File: src/rtl/fast_field_op_seq_if.sv
// Descriptor-in / field-op-out handshake bundle for fast_field_op_seq.
// master = upstream descriptor source plus downstream op sink; slave = the sequencer.
interface fast_field_op_seq_if #(
  parameter int MAX_FIELDS = 10,
  parameter int TF_W       = 10,
  parameter int PMAP_W     = 64,
  parameter int MSG_ID_W   = 20
);
  localparam int NF_W  = $clog2(MAX_FIELDS + 1);
  localparam int IDX_W = (MAX_FIELDS > 1) ? $clog2(MAX_FIELDS) : 1;
  localparam int OP_W  = TF_W + MSG_ID_W + 2;

  logic                                 msg_valid;
  logic                                 msg_ready;
  logic [NF_W-1:0]                      msg_num_fields;
  logic [MAX_FIELDS-1:0][TF_W-1:0]      msg_template;
  logic [PMAP_W-1:0]                    msg_pmap;

  logic                                 op_valid;
  logic                                 op_ready;
  logic [OP_W-1:0]                      op_data;
  logic [IDX_W-1:0]                     op_field_idx;
  logic                                 op_last;

  modport master (
    output msg_valid, msg_num_fields, msg_template, msg_pmap, op_ready,
    input  msg_ready, op_valid, op_data, op_field_idx, op_last
  );

  modport slave (
    input  msg_valid, msg_num_fields, msg_template, msg_pmap, op_ready,
    output msg_ready, op_valid, op_data, op_field_idx, op_last
  );
endinterface

File: src/rtl/fast_field_op_seq.sv
// FAST field-op sequencer: takes one message descriptor, emits one field op per cycle,
// walking the presence map only for operators that consume a pmap bit.
module fast_field_op_seq #(
  parameter int MAX_FIELDS = 10,
  parameter int TF_W       = 10,
  parameter int OPC_W      = 3,
  parameter int PMAP_W     = 64,
  parameter int MSG_ID_W   = 20
) (
  input  logic                clk,
  input  logic                rst,
  fast_field_op_seq_if.slave  bus,
  output logic [MSG_ID_W-1:0] msg_id,
  output logic                err_pmap_uflow,
  output logic                err_bad_op
);
  localparam int NF_W  = $clog2(MAX_FIELDS + 1);
  localparam int IDX_W = (MAX_FIELDS > 1) ? $clog2(MAX_FIELDS) : 1;
  localparam int P_W   = $clog2(PMAP_W + MAX_FIELDS + 1);

  localparam logic [0:0] S_IDLE = 1'b0;
  localparam logic [0:0] S_EMIT = 1'b1;

  localparam logic [OPC_W-1:0] OPC_COPY = OPC_W'(2);
  localparam logic [OPC_W-1:0] OPC_DFLT = OPC_W'(3);
  localparam logic [OPC_W-1:0] OPC_DLTA = OPC_W'(4);
  localparam logic [OPC_W-1:0] OPC_INCR = OPC_W'(5);
  localparam logic [OPC_W-1:0] OPC_TAIL = OPC_W'(6);
  localparam logic [OPC_W-1:0] OPC_RSVD = OPC_W'(7);

  logic [0:0]                      state_q;
  logic [MAX_FIELDS-1:0][TF_W-1:0] tmpl_q;
  logic [PMAP_W-1:0]               pmap_q;
  logic [NF_W-1:0]                 n_q;
  logic [IDX_W-1:0]                f_q;
  logic [P_W-1:0]                  p_q;
  logic                            err_uflow_q, err_bad_q;

  logic [NF_W-1:0]   n_in;
  logic [TF_W-1:0]   cur_tmpl;
  logic [OPC_W-1:0]  opc;
  logic [PMAP_W-1:0] pmap_shift;
  logic              emit, consume, p_in_range, pbit, mem_wr, last;
  logic              op_hs, last_hs, accept, zero_accept;

  // NOTE: every always_comb output gets a default first so no path can infer a latch.
  always_comb begin
    n_in        = (bus.msg_num_fields > NF_W'(MAX_FIELDS)) ? NF_W'(MAX_FIELDS) : bus.msg_num_fields;
    emit        = (state_q == S_EMIT);
    cur_tmpl    = tmpl_q[f_q];
    opc         = cur_tmpl[TF_W-1 -: OPC_W];
    consume     = (opc == OPC_COPY) || (opc == OPC_DFLT) || (opc == OPC_INCR) || (opc == OPC_TAIL);
    p_in_range  = (p_q < P_W'(PMAP_W));
    pmap_shift  = pmap_q >> p_q;
    pbit        = consume && p_in_range && pmap_shift[0];
    mem_wr      = 1'b0;
    case (opc)
      OPC_COPY, OPC_TAIL: mem_wr = pbit;
      OPC_DLTA, OPC_INCR: mem_wr = 1'b1;
      default:            mem_wr = 1'b0;
    endcase
    last        = emit && (NF_W'(f_q) == n_q - NF_W'(1));
    op_hs       = emit && bus.op_ready;
    last_hs     = op_hs && last;
    // The next descriptor can slip in on the cycle the final op is taken.
    bus.msg_ready = !rst && (!emit || (last && bus.op_ready));
    accept      = bus.msg_valid && bus.msg_ready;
    zero_accept = accept && (n_in == '0);
  end

  assign bus.op_valid     = emit;
  assign bus.op_last      = last;
  assign bus.op_field_idx = emit ? f_q : '0;
  assign bus.op_data      = emit ? {mem_wr, pbit, msg_id, cur_tmpl} : '0;
  assign err_pmap_uflow   = err_uflow_q || (emit && consume && !p_in_range);
  assign err_bad_op       = err_bad_q   || (emit && (opc == OPC_RSVD));

  // NOTE: descriptor storage has no reset; it is only read in EMIT, which reset never leaves it in.
  always_ff @(posedge clk) begin
    if (accept) begin
      tmpl_q <= bus.msg_template;
      pmap_q <= bus.msg_pmap;
    end
  end

  // NOTE: sequential state uses non-blocking assignments so every register samples pre-edge values.
  always_ff @(posedge clk) begin
    if (rst) begin
      state_q     <= S_IDLE;
      n_q         <= '0;
      f_q         <= '0;
      p_q         <= '0;
      msg_id      <= '0;
      err_uflow_q <= 1'b0;
      err_bad_q   <= 1'b0;
    end else begin
      // A finishing message and an empty descriptor taken in the same cycle each consume an ID.
      msg_id      <= msg_id + MSG_ID_W'(last_hs) + MSG_ID_W'(zero_accept);
      err_uflow_q <= err_pmap_uflow;
      err_bad_q   <= err_bad_op;
      if (accept && (n_in != '0)) begin
        state_q <= S_EMIT;
        n_q     <= n_in;
        f_q     <= '0;
        p_q     <= '0;
      end else if (last_hs) begin
        state_q <= S_IDLE;
      end else if (op_hs) begin
        f_q <= f_q + 1'b1;
        p_q <= p_q + P_W'(consume);
      end
    end
  end
endmodule
File: src/flat_wrapper.sv
// flat-port wrapper written by rule: the top's interface ports become plain ports
module fast_field_op_seq_flat 
#(
  parameter int MAX_FIELDS = 10,
  parameter int TF_W       = 10,
  parameter int OPC_W      = 3,
  parameter int PMAP_W     = 64,
  parameter int MSG_ID_W   = 20
)
  (clk, rst, msg_id, err_pmap_uflow, err_bad_op, bus_msg_valid, bus_msg_num_fields, bus_msg_template, bus_msg_pmap, bus_op_ready, bus_msg_ready, bus_op_valid, bus_op_data, bus_op_field_idx, bus_op_last);
  fast_field_op_seq_if #(.MAX_FIELDS(MAX_FIELDS), .TF_W(TF_W), .PMAP_W(PMAP_W), .MSG_ID_W(MSG_ID_W)) bus_i ();
  input  logic clk;
  input  logic rst;
  output logic [MSG_ID_W-1:0] msg_id;
  output logic err_pmap_uflow;
  output logic err_bad_op;
  input wire logic [$bits(bus_i.msg_valid)-1:0] bus_msg_valid;
  input wire logic [$bits(bus_i.msg_num_fields)-1:0] bus_msg_num_fields;
  input wire logic [$bits(bus_i.msg_template)-1:0] bus_msg_template;
  input wire logic [$bits(bus_i.msg_pmap)-1:0] bus_msg_pmap;
  input wire logic [$bits(bus_i.op_ready)-1:0] bus_op_ready;
  output wire logic [$bits(bus_i.msg_ready)-1:0] bus_msg_ready;
  output wire logic [$bits(bus_i.op_valid)-1:0] bus_op_valid;
  output wire logic [$bits(bus_i.op_data)-1:0] bus_op_data;
  output wire logic [$bits(bus_i.op_field_idx)-1:0] bus_op_field_idx;
  output wire logic [$bits(bus_i.op_last)-1:0] bus_op_last;
  assign bus_i.msg_valid = bus_msg_valid;
  assign bus_i.msg_num_fields = bus_msg_num_fields;
  assign bus_i.msg_template = bus_msg_template;
  assign bus_i.msg_pmap = bus_msg_pmap;
  assign bus_i.op_ready = bus_op_ready;
  assign bus_msg_ready = bus_i.msg_ready;
  assign bus_op_valid = bus_i.op_valid;
  assign bus_op_data = bus_i.op_data;
  assign bus_op_field_idx = bus_i.op_field_idx;
  assign bus_op_last = bus_i.op_last;
  fast_field_op_seq #(.MAX_FIELDS(MAX_FIELDS), .TF_W(TF_W), .OPC_W(OPC_W), .PMAP_W(PMAP_W), .MSG_ID_W(MSG_ID_W)) u_core (.clk(clk), .rst(rst), .bus(bus_i), .msg_id(msg_id), .err_pmap_uflow(err_pmap_uflow), .err_bad_op(err_bad_op));
endmodule
File: config.mk
export PLATFORM = sky130hd
export DESIGN_NAME = fast_field_op_seq_flat
export DESIGN_NICKNAME = d
export VERILOG_FILES = /design/src/rtl/fast_field_op_seq_if.sv /design/src/rtl/fast_field_op_seq.sv /design/src/flat_wrapper.sv
export SDC_FILE = /design/constraint.sdc
export NUM_CORES = 1
export LEC_CHECK = 0
export BUFFER_PORTS_ARGS = -buffer_cell sky130_fd_sc_hd__buf_2
export CELL_PAD_IN_SITES_DETAIL_PLACEMENT = 1
export CELL_PAD_IN_SITES_GLOBAL_PLACEMENT = 2
export CORE_MARGIN = 2
export CORE_UTILIZATION = 35
export DETAILED_ROUTE_END_ITERATION = 12
export PLACE_DENSITY_LB_ADDON = 0.25
export SYNTH_ARGS = -nofsm -noshare
export SYNTH_HDL_FRONTEND = slang
export SYNTH_SLANG_ARGS = --single-unit
File: constraint.sdc
create_clock -name clk -period 11.65 [get_ports clk]
set_input_delay 2.33 -clock clk [delete_from_list [all_inputs] [get_ports clk]]
set_output_delay 2.33 -clock clk [all_outputs]
set_load 0.01 [all_outputs]
==> impl_results.md, run 1 <==
* Final std cells w/o fill at 1099
* Routability cong. at 0.738
* Tcrit/Tclk final at 47.2%
* DR WL/cell at 18.3 um
* Initial Util at 35.7%
* Run status: complete, no violations
* Clk Latency, worst-skew pair at 0.50 ns
* Share of the synthesized area in the top cell type at 58.6%
* Most common library cells after synthesis: edfxtp_1, nor2_1, dfxtp_1
* Final core occ at 44.8%
* RSZ-0062 raised after global routing: false
* Clock buffer depth at 3
* Post-synthesis cell area at 0.00840 mm^2
* Clock tree sinks at 202
* Initial antenna violation count at 4
* Final worst slack at 6.15 ns
* Avg Cell Area, Syn at 15.9 um^2
* Power Total at 1.59 mW
* Post-route cell area at 0.0106 mm^2
* Ys flop type: edfxtp_1
* Worst Path Arrival at 3.17 ns
* Pre-CTS setup slack at 5.77 ns
* Most numerous cell in the Yosys netlist: edfxtp_1
* Critical Path Sink Type: primary output
* Placed insts at 1056
* Worst Skew at 0.0136 ns
* Net Switching at 335 uW
* Drt drc at 0
* DP HPWL at 14300 um
* Final TNS setup at 0 ns
* CP Launch Type: flip-flop
* Die area at 0.0253 mm^2
* Worst path max stage delay at 0.92 ns
* Hold/Removal Path Class: reg2reg
* Number of synthesized register bits at 202
* Final min period at 5.50 ns
* Vias at 5298
* Synth warn at 0
* WS Path Type: reg2out
* Switching share of power at 21.0%
* Total CTS buffers at 23
* Die W at 159 um
* PD cells at 151 mW/mm^2
* Io pins at 233
* Cells after Synth at 527
* MaxCap Viol Count at 0
* Htree depth at 1
* Fmax at 182 MHz
* Buf/Inv on CP at 2
* # setup viols final at 0
* Die H at 159 um
* Nets at 940
* TritonCTS clock tree: built
* CP top delay family: flip-flops
* Logic pwr share at 5.8%
* Gr usage total at 15.7%
* Worst Max-Slew Pin Slew at 1.03 ns
* Overflow left after global routing at 0
* Iteration-0 DRC Markers at 288
* IR Drop Worst-Case VDD at 0.000121 V
* Drt via density at 4.82
* Pleak at 3.96 nW
* CP cell instances: inv_1 > nor4_1 > nand2_1 > a21oi_1 > buf_2
* WP data required at 9.32 ns
* Sequential area share after synthesis at 67.7%
* Rel. slew slack at 31.3%
* Core area at 0.0235 mm^2
* Worst-path clk slew at 0.06 ns
* Hold Fails Final Rpt at 0
* Internal Power at 1.26 mW
* Clk Tree Root Cell: clkbuf_16
* First drt pass iteration count at 4
* Cells taking the most area after synthesis: edfxtp_1, dfxtp_1, mux4_2
* Routed WL at 20100 um
* Synth unique cells at 56
* Area Growth Syn to Fin at 25.7%
* # Post-CTS Setup Buffers at 0
* First-pass GRT wire length at 31700 um
* Post-CTS sizing at 0
* CP max stage cell: dfxtp_1
* PortBufs at 232
* Max-slew violation count at 0
* Final ANT Viol Nets at 0
* Hold Slack at 0.472 ns
* Sequential share of power at 51.3%
* EDFF count, synth at 164
* Area leader, netlist: edfxtp_1
* Max FO, Critical Path at 31
* Asr flop ratio synth at 0%
* DP Area at 0.00984 mm^2
* Rows at 56
* Syn Nets at 705
* Clock network power share at 42.9%
* Ratio of cells with drive above 1 in the final layout at 40.7%
* Hold_buf cts at 0
* Largest net degree at the start of global routing at 85
* Vias in the first global route at 5808
[sequential cells by signal, summed over array words and instances, names as in the netlist]
name and flops:
u_core.bus.op_valid 1, u_core.err_bad_q 1, u_core.err_uflow_q 1, u_core.f_q 4, u_core.msg_id 20, u_core.n_q 4, u_core.p_q 7, u_core.pmap_q 64
u_core.tmpl_q 100
[path summary, 6_finish.rpt]
kind | startpoint | end | slack (ns) | cells past startpoint
hold reg to reg | u_core.err_bad_q | u_core.err_bad_q | 0.47 | 2
hold / removal | u_core.err_bad_q | u_core.err_bad_q | 0.47 | 2
setup reg to reg | u_core.f_q[3] | u_core.msg_id[18] | 7.17 | 13
setup / recovery | u_core.bus.op_valid | bus_msg_ready | 6.15 | 5
[cell families (layout without fill, tap and decap cells)]
family / Yosys count / count (layout) / synth area share, %
adders and majority gates: 6 / 6 / 0.983
and+or+nand+nor: 135 / 135 / 8.37
other: 0 / 2 / 0
buffers and inverters: 44 / 295 / 2.76
muxes: 65 / 65 / 12.7
xor gates and xnor gates: 24 / 24 / 2.82
AOI/OAI and AO/OA: 51 / 51 / 4.65
DFF: 202 / 202 / 67.7
[per-layer routing]
layer | wire length, um | share of wire [%] | GRT usage, %
met5 | 21 | 0.10 | 0
met4 | 522 | 2.6 | 4.59
met3 | 1170 | 5.8 | 3.97
met2 | 9830 | 49 | 27.2
met1 | 8570 | 43 | 19.7
[power by group through the flow]
stage	Combinational [mW]	Clock [mW]	Sequential, mW
final	0.0923	0.684	0.819
after global routing	0.102	0.731	0.821
after floorplan	0.0496	0	0.831
after global placement	0.0912	0	0.832
after CTS	0.0946	0.702	0.819
after detailed placement	0.0943	0	0.834
[cells in the final DEF (no fill, tap or decap), types with 9 or more instances in the layout]
cell type | netlist | routed
nor2_1 | 42 | 42
nand2_1 | 15 | 15
buf_2 | 5 | 232
clkbuf_16 | 0 | 23
inv_1 | 15 | 15
nand3_1 | 12 | 12
a21oi_1 | 14 | 14
xnor2_1 | 10 | 10
or3_1 | 9 | 9
mux2i_1 | 27 | 27
xor2_1 | 12 | 12
edfxtp_1 | 164 | 164
mux4_2 | 33 | 33
and2_1 | 23 | 23
dfxtp_1 | 38 | 37
[tightest hold or removal path, delay by kind of cell, from the launching register on]
family,cells,cell delay [ns]
AND/OR/NAND/NOR,1,0.07
AO/OA/AOI/OAI,1,0.05
flip-flops,1,0.31
[layout make-up]
type / count / area [um^2]
Fill cell: 2447 / 13000
Sequential cell: 202 / 5690
Multi-Input combinational cell: 281 / 2490
Timing Repair Buffer: 239 / 1210
Clock buffer: 28 / 594
Tap cell: 319 / 399
Clock inverter: 13 / 113
Inverter: 15 / 56.3
Antenna cell: 2 / 5.00
Power figures use the tool's default switching activity.
==> run 2: changes to the inputs <==
==> constraint.sdc (replaced) <==
create_clock -name clk -period 5.4 [get_ports clk]
set_input_delay 1.08 -clock clk [delete_from_list [all_inputs] [get_ports clk]]
set_output_delay 1.08 -clock clk [all_outputs]
set_load 0.01 [all_outputs]
==> run 2 against run 1 <==
  * Sequential power grew 120%
  * Hold slack better by 0.0014 ns
  * Critical path depth increased by 1
  * Clock power grew 140%
  * Via count is 0.17% higher
  * Clock skew barely moved
  * Non-clock buffer count increased by 2
  * Count of clock-buffer cells in the layout unchanged
  * Die area did not move
  * Setup slack got worse by 4.8 ns
==> impl_results.md, run 2 (synthesized netlist as in run 1, its figures left out) <==
* Net Switching at 751 uW
* Placed insts at 1058
* IR Drop Worst-Case VDD at 0.000267 V
* Met1 Use GR at 20.0%
* TritonCTS clock tree: built
* CP startpoint: u_core.f_q[0]
* Clk Tree Root Cell: clkbuf_16
* Routability cong. at 0.744
* Most frequent cells in the layout: buf_2, edfxtp_1, nor2_1, dfxtp_1, mux4_2
* Footprint of the multi-input gates at 0.00249 mm^2
* Max FO, Critical Path at 21
* Hold_buf cts at 0
* Final ANT Viol Nets at 0
* Commonest non-fill, non-tap cell in the layout: buf_2
* Routed WL at 20500 um
* First-pass GRT wire length at 32000 um
* Critical Path Sink Type: primary output
* Worst-path clk slew at 0.06 ns
* Worst Path Arrival at 2.96 ns
* Busiest grt layer: met2
* CP Launch Type: flip-flop
* Core area at 0.0235 mm^2
* Clk Latency, worst-skew pair at 0.52 ns
* Biggest regs: u_core.tmpl_q: 100 flops, u_core.pmap_q: 64 flops, u_core.msg_id: 20 flops
* Area Growth Syn to Fin at 27.2%
* Final min period at 4.04 ns
* Clock buffer depth at 3
* Crit Reg-Reg Startpoint: u_core.n_q[0]
* Total CTS buffers at 23
* Gr usage total at 16.0%
* Max FFs per register at 100
* Biggest register: u_core.tmpl_q
* Die H at 159 um
* DP HPWL at 14400 um
* DR WL/cell at 18.6 um
* Largest net degree at the start of global routing at 169
* PortBufs at 232
* Ratio of cells with drive above 1 in the final layout at 41.3%
* Nets at 942
* Pleak at 4.01 nW
* Clock tree sinks at 202
* Internal Power at 2.88 mW
* Final std cells w/o fill at 1101
* Drt via density at 4.82
* Io pins at 233
* Sequential share of power at 48.7%
* MaxCap Viol Count at 0
* HP Start: u_core.err_uflow_q
* # setup viols final at 0
* Logic pwr share at 5.4%
* Overflow left after global routing at 0
* Run status: complete, no violations
* Post-CTS sizing at 0
* Fmax at 248 MHz
* Die W at 159 um
* Initial Util at 35.7%
* Worst Max-Slew Pin Slew at 1.03 ns
* Hold Fails Final Rpt at 0
* Initial antenna violation count at 6
* Iteration-0 DRC Markers at 217
* Met2 Resource Use GR at 27.5%
* First drt pass iteration count at 4
* Seq. cell area at 0.00569 mm^2
* # Post-CTS Setup Buffers at 0
* WS Path Type: reg2out
* Max-slew violation count at 0
* Vias at 5307
* Hold/Removal Path Class: reg2reg
* PD cells at 340 mW/mm^2
* Drt drc at 0
* Filler Cell Count at 2461
* RSZ-0062 raised after global routing: false
* Worst Skew at 0.0136 ns
* WP data required at 4.32 ns
* Rows at 56
* M3 GR Usage at 4.62%
* Tcrit/Tclk final at 74.7%
* Clock network power share at 45.9%
* Die area at 0.0253 mm^2
* Vias in the first global route at 5802
* Switching share of power at 20.7%
* Final TNS setup at 0 ns
* Rel. slew slack at 31.3%
* Htree depth at 1
[run 2: cell types whose count changed in the layout (fill, tap and decap cells not counted), sizes merged]
cell,delta
buf,+2
bufinv,+3
clkinv,-6
clkinvlp,+2
diode,+1
[run 2: critical path: stages, from the launching register on]
cell     delay [ns]
dfxtp_2        0.76
mux4_2         0.37
nor2_1         0.05
o32ai_2        0.58
a21oi_1        0.17
nor4_1         0.29
buf_2          0.20
[run 2: power groups by stage]
stage | clock network [mW] | logic, mW | registers, mW
CTS | 1.73 | 0.202 | 1.77
detailed placement | 0 | 0.201 | 1.80
floorplan | 0 | 0.107 | 1.79
global route | 1.78 | 0.216 | 1.78
finish | 1.67 | 0.197 | 1.77
global placement | 0 | 0.193 | 1.80
[run 2: final timing paths]
check                  endpoint  slack [ns]  depth (start not counted)
max             bus_op_data[30]        1.36                          6
min reg2reg  u_core.err_uflow_q        0.47                          2
min          u_core.err_uflow_q        0.47                          2
max reg2reg   u_core.msg_id[18]        1.52                         15
[run 2: final cells by class]
cell class	instances	area share [%]
inverter	15	0.527
sequential	202	53.2
antenna	3	0.0703
clock inverter	12	1.90
tap	319	3.74
clock buffer	28	5.66
multi-input combinational	281	23.3
timing repair buffer	241	11.6
[run 2: stage by stage]
| step | worst slack (ns) | instance area [um^2] | utilization [%] | hold WS (ns) | power [mW] |
|---|---|---|---|---|---|
| global route | 1.12 | 10700 | 45.4 | 0.514 | 3.77 |
| finish | 1.36 | 10700 | 45.4 | 0.473 | 3.63 |
| detailed placement | 1.28 | 9870 | 41.9 | 0.463 | 2.01 |
| CTS | 1.29 | 10700 | 45.3 | 0.477 | 3.70 |
| floorplan | 0.579 | 8400 | - | 0.427 | 1.90 |
| global placement | 1.41 | 9870 | 41.9 | 0.459 | 1.99 |
[run 2: routing by layer]
metal | wire [um] | share of wire (%) | vias to the layer above
met3 | 1310 | 6.4 | 29
met1 | 8740 | 43 | 2604
met2 | 10000 | 49 | 163
met5 | 34 | 0.17 | -
met4 | 368 | 1.8 | 6
li1 | - | - | 2505
==> run 3: changes to the inputs <==
==> constraint.sdc (replaced) <==
create_clock -name clk -period 3.9 [get_ports clk]
set_input_delay 0.78 -clock clk [delete_from_list [all_inputs] [get_ports clk]]
set_output_delay 0.78 -clock clk [all_outputs]
set_load 0.01 [all_outputs]
==> run 3 against run 2 <==
  * Clock skew about the same
  * Non-clock buffer count rose by 4
  * Hold slack worse by 0.030 ns
  * Routed wire length grew 2.3%
  * Total power rose by 31%
  * Critical path depth stayed put
  * Via count grew 0.62%
  * Count of clock-buffer cells in the layout unchanged
  * Register-to-register slack got worse by 1.2 ns
  * Critical path type unchanged
==> impl_results.md, run 3 (synthesized netlist as in run 1, its figures left out) <==
* Biggest register: u_core.tmpl_q
* Initial Util at 35.7%
* Worst-path clk slew at 0.06 ns
* Final min period at 3.70 ns
* Die area at 0.0253 mm^2
* TritonCTS clock tree: built
* Final TNS setup at 0 ns
* Core area at 0.0235 mm^2
* WP data required at 3.12 ns
* Critical Path Sink Type: primary output
* Filler Cell Count at 2443
* Seq. cell area at 0.00569 mm^2
* Final core occ at 45.1%
* Die W at 159 um
* Clk Latency, worst-skew pair at 0.51 ns
* First drt pass iteration count at 4
* IR Drop Worst-Case VDD at 0.000296 V
* Die H at 159 um
* Io pins at 233
* Routed WL at 21000 um
* Iteration-0 DRC Markers at 220
* Vias at 5340
* Max FO, Critical Path at 12
* Rel. slew slack at 39.4%
* DR WL/cell at 19.0 um
* Commonest non-fill, non-tap cell in the layout: buf_2
* Area Growth Syn to Fin at 26.4%
* Hold/Removal Path Class: in2reg
* RSZ-0062 raised after global routing: false
* Footprint of the multi-input gates at 0.00249 mm^2
* Biggest regs: u_core.tmpl_q: 100 flops, u_core.pmap_q: 64 flops, u_core.msg_id: 20 flops
* Run status: complete, no violations
* Initial antenna violation count at 1
* Ratio of cells with drive above 1 in the final layout at 41.4%
* Pleak at 3.99 nW
* Clk Tree Root Cell: clkbuf_16
* Tcrit/Tclk final at 95.0%
* Most frequent cells in the layout: buf_2, edfxtp_1, nor2_1, dfxtp_1, mux4_2
* First-pass GRT wire length at 32800 um
* MaxCap Viol Count at 0
* Max FFs per register at 100
* Worst Skew at 0.0134 ns
* Vias in the first global route at 5822
* Clock tree sinks at 202
* Total CTS buffers at 23
* Power Total at 4.78 mW
* # setup viols final at 0
* Largest net degree at the start of global routing at 169
* Clock buffer depth at 3
* PD cells at 450 mW/mm^2
* Gr usage total at 16.5%
* Hold_buf cts at 0
* Hold Fails Final Rpt at 0
* # Post-CTS Setup Buffers at 0
* WS Path Type: reg2out
* Final ANT Viol Nets at 0
* Htree depth at 1
* Rows at 56
* Worst Max-Slew Pin Slew at 0.909 ns
* Fmax at 270 MHz
* Routability cong. at 0.751
* Max-slew violation count at 0
* Nets at 946
* CP Launch Type: flip-flop
* PortBufs at 232
* Drt via density at 4.83
* DP HPWL at 15000 um
* Overflow left after global routing at 0
* Worst Path Arrival at 2.92 ns
* Drt drc at 0
run 3: cell count changes in the layout (fill, tap and decap cells not counted), sizes merged:
cell / delta
clkinv: +7
bufinv: -3
buf: +4
diode: -2
clkinvlp: -2
run 3: path summary, 6_finish.rpt:
kind,end,slack [ns],start,cells after the start
setup / recovery,bus_op_data[30],0.20,u_core.f_q[3],6
hold / removal,u_core.tmpl_q[28],0.44,bus_msg_template[28],1
setup reg to reg,u_core.msg_id[18],0.30,u_core.n_q[0],15
hold reg to reg,u_core.err_uflow_q,0.47,u_core.err_uflow_q,2
run 3: stage by stage:
stage,hold slack [ns],area [um^2],std cells,setup slack [ns]
detailed placement,0.467,9910,1062,0.256
floorplan,0.427,8420,527,0.0950
CTS,0.419,10600,1104,0.152
global placement,0.458,9910,1062,0.467
finish,0.443,10600,1105,0.197
global route,0.421,10600,1104,0.0210
run 3: critical path, stage by stage (launching register included):
cell and delay, ns:
dfxtp_1 0.40, buf_4 0.24, or3b_1 0.58, o32ai_2 0.42
a21oi_1 0.19, nor4_1 0.37, buf_2 0.23
run 3: power by group:
part | internal (mW) | switching [mW]
clock network | 1.21 | 0.835
logic | 0.137 | 0.152
registers | 2.42 | 0.0226
total | 3.77 | 1.01
run 3: cell type report:
cell class	count	share of cell area, %
Tap cell	319	3.76
Timing Repair Buffer	245	12.0
Multi-Input combinational cell	281	23.5
Sequential cell	202	53.6
Clock inverter	14	1.10
Clock buffer	28	5.60
Antenna cell	1	0.0236
Inverter	15	0.530
run 3: layer usage:
metal	vias up	global-route usage [%]	share of wire, %	routed length, um
li1	2506	-	-	-
met4	0	4.63	2.2	468
met5	-	0	0	0
met1	2618	21.4	43	9020
met2	185	27.8	49	10300
met3	31	3.71	5.7	1200
run 3: what timing repair did:
item                                    CTS  global route
endpoints found under the hold margin     0             0
endpoints found under the setup margin    0             1
resized for setup                         0             1
